--- config.mk ---
export PLATFORM = sky130hd
export DESIGN_NAME = pipe_hazard_ctrl
export DESIGN_NICKNAME = d
export VERILOG_FILES = /design/src/rtl/pipe_hazard_ctrl.sv
export SDC_FILE = /design/constraint.sdc
export NUM_CORES = 1
export LEC_CHECK = 0
export BUFFER_PORTS_ARGS = -buffer_cell sky130_fd_sc_hd__buf_2
export CORE_MARGIN = 2
export CORE_UTILIZATION = 35
export CTS_BUF_LIST = sky130_fd_sc_hd__clkbuf_16
export DETAILED_ROUTE_END_ITERATION = 16
export GPL_ROUTABILITY_DRIVEN = 0
export GPL_TIMING_DRIVEN = 0
export PLACE_DENSITY = 0.52
export REMOVE_ABC_BUFFERS = 1
export SLEW_MARGIN = 20
export SYNTH_ARGS = -nofsm -noshare
export SYNTH_HDL_FRONTEND = slang
export SYNTH_HIERARCHICAL = 1
export SYNTH_SLANG_ARGS = --single-unit
--- constraint.sdc ---
create_clock -name clk -period 7 [get_ports clk]
set_clock_uncertainty 0.2 [all_clocks]
set_input_delay 0.35 -clock clk [delete_from_list [all_inputs] [get_ports clk]]
set_output_delay 0.35 -clock clk [all_outputs]
set_load 0.05 [all_outputs]
--- src/rtl/pipe_hazard_ctrl.sv ---
// Hazard control for an in-order pipeline: tracks DEPTH post-decode slots,
// selects EX operand forwarding and inserts load-use stall bubbles.

module pipe_hazard_slot_match #(
    parameter int ADDR_W = 5
) (
    input  logic              valid,
    input  logic              wr_en,
    input  logic [ADDR_W-1:0] wr_addr,
    input  logic [ADDR_W-1:0] id_rs,
    input  logic [ADDR_W-1:0] id_rt,
    input  logic [ADDR_W-1:0] ex_rs,
    input  logic [ADDR_W-1:0] ex_rt,
    output logic              id_rs_hit,
    output logic              id_rt_hit,
    output logic              ex_rs_hit,
    output logic              ex_rt_hit
);
    // r0 is hardwired, so a write to it never produces a value
    logic live;
    assign live      = valid & wr_en & (wr_addr != '0);
    assign id_rs_hit = live & (wr_addr == id_rs);
    assign id_rt_hit = live & (wr_addr == id_rt);
    assign ex_rs_hit = live & (wr_addr == ex_rs);
    assign ex_rt_hit = live & (wr_addr == ex_rt);
endmodule

module pipe_hazard_ctrl #(
    parameter int ADDR_W   = 5,
    parameter int DEPTH    = 3,
    parameter int LOAD_RDY = 3,
    parameter int FWD_W    = 2
) (
    input  logic              clk,
    input  logic              reset,
    input  logic              hold,
    input  logic              id_valid,
    input  logic [ADDR_W-1:0] id_rs,
    input  logic [ADDR_W-1:0] id_rt,
    input  logic              id_rs_used,
    input  logic              id_rt_used,
    input  logic              id_wr_en,
    input  logic [ADDR_W-1:0] id_wr_addr,
    input  logic              id_is_load,
    input  logic              branch_taken,
    output logic              pc_write,
    output logic              if_id_write,
    output logic              if_id_flush,
    output logic              bubble,
    output logic [FWD_W-1:0]  fwd_a,
    output logic [FWD_W-1:0]  fwd_b,
    output logic [15:0]       stall_cnt,
    output logic [15:0]       flush_cnt
);
    typedef struct packed {
        logic              wr_en;
        logic [ADDR_W-1:0] wr_addr;
        logic              is_load;
        logic [ADDR_W-1:0] rs;
        logic [ADDR_W-1:0] rt;
        logic              rs_used;
        logic              rt_used;
    } slot_t;

    logic [DEPTH:1] vld_pipe;
    slot_t          slot_q [1:DEPTH];
    slot_t          id_slot;
    logic [DEPTH:1] id_rs_hit, id_rt_hit, ex_rs_hit, ex_rt_hit;
    logic           stall;
    logic           unused_bits;

    genvar g;
    generate
        for (g = 1; g <= DEPTH; g++) begin : g_slot
            pipe_hazard_slot_match #(.ADDR_W(ADDR_W)) u_match (
                .valid     (vld_pipe[g]),
                .wr_en     (slot_q[g].wr_en),
                .wr_addr   (slot_q[g].wr_addr),
                .id_rs     (id_rs),
                .id_rt     (id_rt),
                .ex_rs     (slot_q[1].rs),
                .ex_rt     (slot_q[1].rt),
                .id_rs_hit (id_rs_hit[g]),
                .id_rt_hit (id_rt_hit[g]),
                .ex_rs_hit (ex_rs_hit[g]),
                .ex_rt_hit (ex_rt_hit[g])
            );
        end
    endgenerate

    assign id_slot = '{wr_en: id_wr_en, wr_addr: id_wr_addr, is_load: id_is_load,
                       rs: id_rs, rt: id_rt, rs_used: id_rs_used, rt_used: id_rt_used};

    // A load in slot k reaches slot k+1 when the consumer reaches EX; stall
    // until that slot is at or past the load-ready point.
    always_comb begin
        stall = 1'b0;
        for (int k = 1; k < DEPTH; k++) begin
            if (k + 1 < LOAD_RDY && slot_q[k].is_load &&
                ((id_rs_used && id_rs_hit[k]) || (id_rt_used && id_rt_hit[k])))
                stall = 1'b1;
        end
        stall = stall & id_valid;
    end

    // Descending scan so the youngest eligible producer wins.
    always_comb begin
        fwd_a = '0;
        fwd_b = '0;
        for (int k = DEPTH; k >= 2; k--) begin
            if (ex_rs_hit[k] && (!slot_q[k].is_load || k >= LOAD_RDY))
                fwd_a = FWD_W'(k - 1);
            if (ex_rt_hit[k] && (!slot_q[k].is_load || k >= LOAD_RDY))
                fwd_b = FWD_W'(k - 1);
        end
        if (!(vld_pipe[1] && slot_q[1].rs_used)) fwd_a = '0;
        if (!(vld_pipe[1] && slot_q[1].rt_used)) fwd_b = '0;
    end

    assign pc_write    = ~(stall | hold);
    assign if_id_write = ~(stall | hold);
    assign bubble      = stall & ~hold;
    assign if_id_flush = branch_taken & id_valid & ~stall & ~hold;

    always_ff @(posedge clk or posedge reset) begin
        if (reset) begin
            vld_pipe  <= '0;
            for (int k = 1; k <= DEPTH; k++) slot_q[k] <= '0;
            stall_cnt <= '0;
            flush_cnt <= '0;
        end else if (!hold) begin
            vld_pipe  <= {vld_pipe[DEPTH-1:1], id_valid & ~stall};
            for (int k = DEPTH; k >= 2; k--) slot_q[k] <= slot_q[k-1];
            slot_q[1] <= id_slot;
            if (bubble && stall_cnt != 16'hFFFF)      stall_cnt <= stall_cnt + 16'd1;
            if (if_id_flush && flush_cnt != 16'hFFFF) flush_cnt <= flush_cnt + 16'd1;
        end
    end

    // Source fields of older slots and edge-slot hits are kept but never consulted.
    always_comb begin
        unused_bits = ex_rs_hit[1] ^ ex_rt_hit[1] ^ id_rs_hit[DEPTH] ^ id_rt_hit[DEPTH];
        for (int k = 2; k <= DEPTH; k++)
            unused_bits = unused_bits ^ (^{slot_q[k].rs, slot_q[k].rt,
                                           slot_q[k].rs_used, slot_q[k].rt_used});
    end
endmodule

==> results of run 1 <==
sequential cells by signal (all words and copies together), names as in the netlist:
signal     flops
slot_q        32
vld_pipe       3
flush_cnt     16
stall_cnt     16
metal layers:
metal  share of wire (%)  vias to the layer above
met2                  45                       43
met3                 4.8                       10
met4                 1.8                        0
met5                   0                        -
met1                  48                     1126
li1                    -                     1104
placed cells by master (no fill, tap or decap), drive strengths merged, types with 2 or more instances in the layout:
cell type,count
nor2,9
nand2,18
nand3,17
o21ai,3
nand4,10
clkinv,3
nor4,9
mux2,37
nor3,7
o211ai,4
buf,64
a21oi,2
ha,2
dfrtp,67
xnor2,31
clkbuf,9
inv,5
and3,4
bufinv,2
xor2,27
or4,4
and4,4
worst paths after layout:
kind	from	to	depth (start not counted)
max in group asynchronous	reset	slot_q[13]	4
min in group asynchronous	reset	flush_cnt[11]	3
worst max-delay path	slot_q[54]	flush_cnt[14]	8
worst max register to register	slot_q[54]	flush_cnt[14]	8
worst min-delay path	id_wr_addr[2]	slot_q[53]	2
worst min register to register	stall_cnt[5]	stall_cnt[5]	1
power by group through the flow:
stage,Combinational [mW],Sequential (mW),Clock (mW)
after floorplan,0.0919,0.524,0
after global placement,0.180,0.488,0
after detailed placement,0.184,0.489,0
after CTS,0.186,0.482,0.478
after global routing,0.200,0.491,0.494
final,0.183,0.483,0.465
worst register-to-register path, delay by kind of cell, from the launching register on:
kind,cells,cell delay (ps)
AOI/OAI and AO/OA,3,530
muxes,1,320
and+or+nand+nor,4,1350
DFF,1,440
cell type report:
class | instances | area (sq um) | area share [%]
Inverter | 5 | 21.3 | 0.524
Clock inverter | 6 | 81.3 | 2.00
Multi-Input combinational cell | 194 | 1540 | 38.0
Tap cell | 129 | 161 | 3.98
Clock buffer | 9 | 225 | 5.55
Timing Repair Buffer | 65 | 353 | 8.69
Sequential cell | 67 | 1680 | 41.3
metrics by stage:
| stage | hold slack (ps) | cells | area (sq um) |
|---|---|---|---|
| after floorplan | 252 | 266 | 3240 |
| final | 54.9 | 475 | 4060 |
| after global routing | 50.4 | 475 | 4060 |
| after CTS | 47.6 | 475 | 4060 |
| after global placement | 270 | 458 | 3710 |
| after detailed placement | 78.1 | 459 | 3740 |
timing repair:
action                    4_1_cts  5_1_grt
hold endpoints to repair       11        0
setup buffers                   0        0
hold buffers                    1        0
==> impl_metrics.csv, run 1 <==
group,metric,value,unit
power_and_ir_drop,power.density,279,nW/um^2
global_route,grt_usage,14.5,%
power_and_ir_drop,pwr-share-seq,42.7,%
power_and_ir_drop,p_int,812,uW
power_and_ir_drop,total_power,1.13,mW
route,ant_nets,0,
logic_synthesis,avgSynthCellArea,11.7,sq um
global_route,grt_overflow,0,
timing,worst_pin_slew,827,ps
finish,nets,368,
clock_tree,cts_root_buf,"clkbuf_16",
clock_tree,cts.path.max_buffers,2,
global_route,grt_max_degree,57,
die,core_area,9280,sq um
global_route,met1_usage,19.7,%
clock_tree,cts_max_level,3,
global_route,antenna_found_initial,0,
global_route,use_met3,5.13,%
worst_hold_path,hp-class,"in -> reg",
timing,finalSetupViolCount,0,
worst_setup_path,cp_slowest_cell,"or4_4",
power_and_ir_drop,p_clk_share,41.1,%
timing,slew_violations,0,
timing,fin_crit_sh,42.1,%
global_route,grt_pass1_wl,11600,um
power_and_ir_drop,p_sw_share,28.3,%
logic_synthesis,syn_inst,287,
placed_design,port_buffers,63,
power_and_ir_drop,p_leak,1.90,nW
worst_setup_path,cp.required,7010,ps
timing,timing.fmax,340,MHz
die,die_y,102,um
route,drc,0,
worst_setup_path,r2r_slack,4060,ps
finish,fillers,911,
power_and_ir_drop,switching_power,320,uW
clock_tree,clk_pin_slew,60,ps
worst_setup_path,cp_slowest_stage_delay,580,ps
global_route,grtUsageMet2,21.7,%
clock_tree,worstSkewPairLatency,330,ps
timing,relSlewSlack,44.8,%
flow_run,maxCapViolCount,0,
timing,grt_setup_unrepaired,"no",
placed_design,hpwl,4960,um
route,wl_per_cell,14.5,um
placed_design,post-place-ws,4030,ps
finish,final_core_util,43.7,%
die,die_area,10400,sq um
route,vias,2283,
die,start_util,36.1,%
route,wl,6880,um
worst_setup_path,crit_buf_inv,0,
global_route,grt_pass1_vias,2261,
worst_setup_path,crit_path_end_kind,"flip-flop",
die,ios,64,
worst_setup_path,cp_top_family,"simple AND/OR/NAND/NOR gates",
power_and_ir_drop,peakVddDrop,0.193,mV
timing,fin_crit,2940,ps
clock_tree,cts.repair.resized,0,
global_route,busiest_layer,"met2",
finish,antenna_cells,0,
worst_setup_path,crit_fanout,5,
timing,setup_slack,4060,ps
die,rows,35,
route,avgViaCountPerCell,4.81,
worst_setup_path,cp_data_arrival_time,2950,ps
die,die_w,102,um
route,drtIter0Drc,63,
finish,syn_to_final_growth,21.0,%
status,status,"complete, no violations",
route,dr.pass1.iters,4,
timing,setup_tns,0,ps
clock_tree,tritoncts,"done",
clock_tree,cts-buffers-inserted,9,
worst_setup_path,crit_chain,"or4_4 > o211ai_2 > nor4_1 > a22oi_2 > o211ai_2 > or4_4 > nor2_2 > mux2_1",
clock_tree,tritoncts_num_sinks,67,
finish,drive_above_1_share,37.6,%
timing,finalHoldViolCount,0,
logic_synthesis,syn_area,3360,sq um
worst_setup_path,crit_type,"reg -> reg",
logic_synthesis,ys_warn_count,6,
power_and_ir_drop,power_frac_comb,16.2,%
worst_setup_path,crit_path_start_kind,"flip-flop",
Note: power is estimated with default switching activity, not from simulation.
==> run 2, diff against run 1 <==
--- a/config.mk
+++ b/config.mk
@@ -12,7 +12,7 @@
 export DETAILED_ROUTE_END_ITERATION = 16
 export GPL_ROUTABILITY_DRIVEN = 0
 export GPL_TIMING_DRIVEN = 0
-export PLACE_DENSITY = 0.52
+export PLACE_DENSITY = 0.54
 export REMOVE_ABC_BUFFERS = 1
 export SLEW_MARGIN = 20
 export SYNTH_ARGS = -nofsm -noshare
==> constraint.sdc (replaced) <==
create_clock -name clk -period 2.7 [get_ports clk]
set_clock_uncertainty 0.2 [all_clocks]
set_input_delay 0.135 -clock clk [delete_from_list [all_inputs] [get_ports clk]]
set_output_delay 0.135 -clock clk [all_outputs]
set_load 0.05 [all_outputs]
==> run 2 against run 1 <==
  * The flow now finishes with violations (negative setup slack)
  * Sequential share of layout area is 3.8 points lower
  * Clock power grew to 2.6 times the previous value
  * Cell count is 6.1% higher
  * Total power grew to 2.6 times the previous value
  * Sequential power grew to 2.6 times the previous value
  * Worst setup slack worse by 4100 ps
  * Clock-buffer cell count stayed put
  * First-iteration DRC count is 21% higher
==> impl_metrics.csv, run 2 (same netlist as run 1, synthesis figures left out) <==
group,metric,value,unit
status,status,"finished, violations left",
status,violations,"negative setup slack",
finish,regMostFlops,"slot_q",
worst_setup_path,cp_slowest_stage_delay,550,ps
finish,drive_above_1_share,41.6,%
timing,whs,84.0,ps
placed_design,port_buffers,63,
worst_setup_path,crit_chain,"or4_4 > o211ai_4 > nor4_4 > a22oi_2 > o211ai_2 > or4_4 > nor2_4 > mux2_4",
global_route,grt_pass1_vias,2445,
worst_setup_path,crit_type,"reg -> reg",
clock_tree,tritoncts,"done",
timing,relSlewSlack,18.3,%
finish,multiInputGateArea,1680,sq um
power_and_ir_drop,p_sw_share,28.5,%
global_route,grt_overflow,0,
global_route,antenna_found_initial,1,
finish,seq_area,1680,sq um
clock_tree,cts_max_level,3,
placed_design,hpwl,4970,um
finish,antenna_cells,0,
finish,final_common_cell,"dfrtp_1",
worst_setup_path,crit_path_end_kind,"flip-flop",
flow_run,maxCapViolCount,0,
power_and_ir_drop,p_int,2.14,mW
die,ios,64,
timing,setup_slack,-65.3,ps
timing,slew_violations,0,
timing,fin_crit,2770,ps
route,wl,7380,um
finish,fillers,891,
timing,timing.fmax,362,MHz
power_and_ir_drop,p_leak,2.04,nW
power_and_ir_drop,pwr-share-seq,41.8,%
clock_tree,cts_root_buf,"clkbuf_16",
worst_setup_path,cp.required,2700,ps
global_route,grt_max_degree,52,
placed_design,post_dp_cell_area,3740,sq um
die,die_y,102,um
clock_tree,cts.path.max_buffers,2,
route,top_layer,"met4",
route,drtIter0Drc,76,
worst_hold_path,hp-class,"in -> reg",
worst_setup_path,cp_top_family,"simple AND/OR/NAND/NOR gates",
finish,reg_top3,"slot_q: 32 flops, flush_cnt: 16 flops, stall_cnt: 16 flops",
finish,syn_to_final_growth,33.4,%
global_route,grt_pass1_wl,12200,um
die,start_util,36.1,%
global_route,grt_usage,15.1,%
clock_tree,worstSkewPairLatency,320,ps
route,drc,0,
power_and_ir_drop,p_clk_share,40.7,%
route,wl_met1,3540,um
timing,finalSetupViolCount,1,
route,wl_met3,258,um
clock_tree,cts-buffers-inserted,9,
worst_setup_path,cp_slowest_cell,"or4_4",
worst_setup_path,cp_data_arrival_time,2760,ps
power_and_ir_drop,peakVddDrop,0.626,mV
worst_setup_path,crit_path_start_kind,"flip-flop",
timing,fin_crit_sh,102,%
timing,setup_tns,-65.3,ps
finish,nets,396,
power_and_ir_drop,power_frac_comb,17.5,%
route,vias,2418,
route,wl_per_cell,14.6,um
finish,final_core_util,48.2,%
finish,largest_reg_flops,32,
route,ant_nets,0,
timing,worst_pin_slew,1210,ps
clock_tree,clk_pin_slew,50,ps
die,rows,35,
die,die_w,102,um
clock_tree,tritoncts_num_sinks,67,
worst_setup_path,crit_top_cell,"or4_4",
die,core_area,9280,sq um
placed_design,dp_cells,459,
timing,grt_setup_unrepaired,"yes",
die,die_area,10400,sq um
timing,finalHoldViolCount,0,
power_and_ir_drop,power.density,668,nW/um^2
finish,design_area,4480,sq um
finish,mostFrequentLayoutCells,"dfrtp_1 (64), buf_2 (59), mux2_2 (35)",
power_and_ir_drop,switching_power,853,uW
route,wl_met2,3520,um
worst_setup_path,crit_buf_inv,0,
finish,stdcell_count,504,
route,avgViaCountPerCell,4.80,
worst_setup_path,crit_fanout,3,
route,dr.pass1.iters,4,
## run 2: final cells by class
class,instances,share of cell area (%)
flip-flops and latches,67,37.5
inverters,5,0.475
clock inverters,7,1.90
well taps,129,3.61
repair buffers,92,13.9
clock buffers,9,5.03
multi-input cells,195,37.5
## run 2: what timing repair did
action	CTS	global route
hold buffers	20	0
setup buffers	3	5
pin swaps	3	6
endpoints found under the setup margin	14	28
resized for setup	7	29
hold endpoints to repair	86	0
gates cloned	0	1
## run 2: final timing paths
kind / to / slack, ps / cells past startpoint / from
max: flush_cnt[14] / -70 / 8 / slot_q[54]
min: vld_pipe[1] / 80 / 4 / id_valid
max reg2reg: flush_cnt[14] / -70 / 8 / slot_q[54]
min reg2reg: stall_cnt[5] / 290 / 1 / stall_cnt[5]
max in group asynchronous: slot_q[54] / 1660 / 4 / reset
min in group asynchronous: stall_cnt[14] / 100 / 3 / reset
## run 2: power groups by stage
stage	registers (mW)	clock network, mW	logic (mW)
after floorplan	1.36	0	0.238
final	1.25	1.22	0.523
after global placement	1.26	0	0.467
after CTS	1.25	1.25	0.514
after global routing	1.27	1.30	0.571
after detailed placement	1.27	0	0.478
## run 2: worst min-delay path, stage by stage
cell and delay, ps:
buf_2 110, and2b_2 170, o21ai_0 90, nand2_1 60
## run 2: metal layers
layer  track usage [%]  up-vias
li1                  -     1164
met1              21.7     1203
met5                 0        -
met3              2.80        4
met2              22.9       47
met4              5.85        0
## run 2: stage by stage
step	setup slack (ps)	power, mW
2_1_floorplan	-614	1.60
3_3_place_gp	-306	1.73
3_5_place_dp	-258	1.75
4_1_cts	-101	3.01
5_1_grt	-173	3.15
6_report	-65.3	2.99
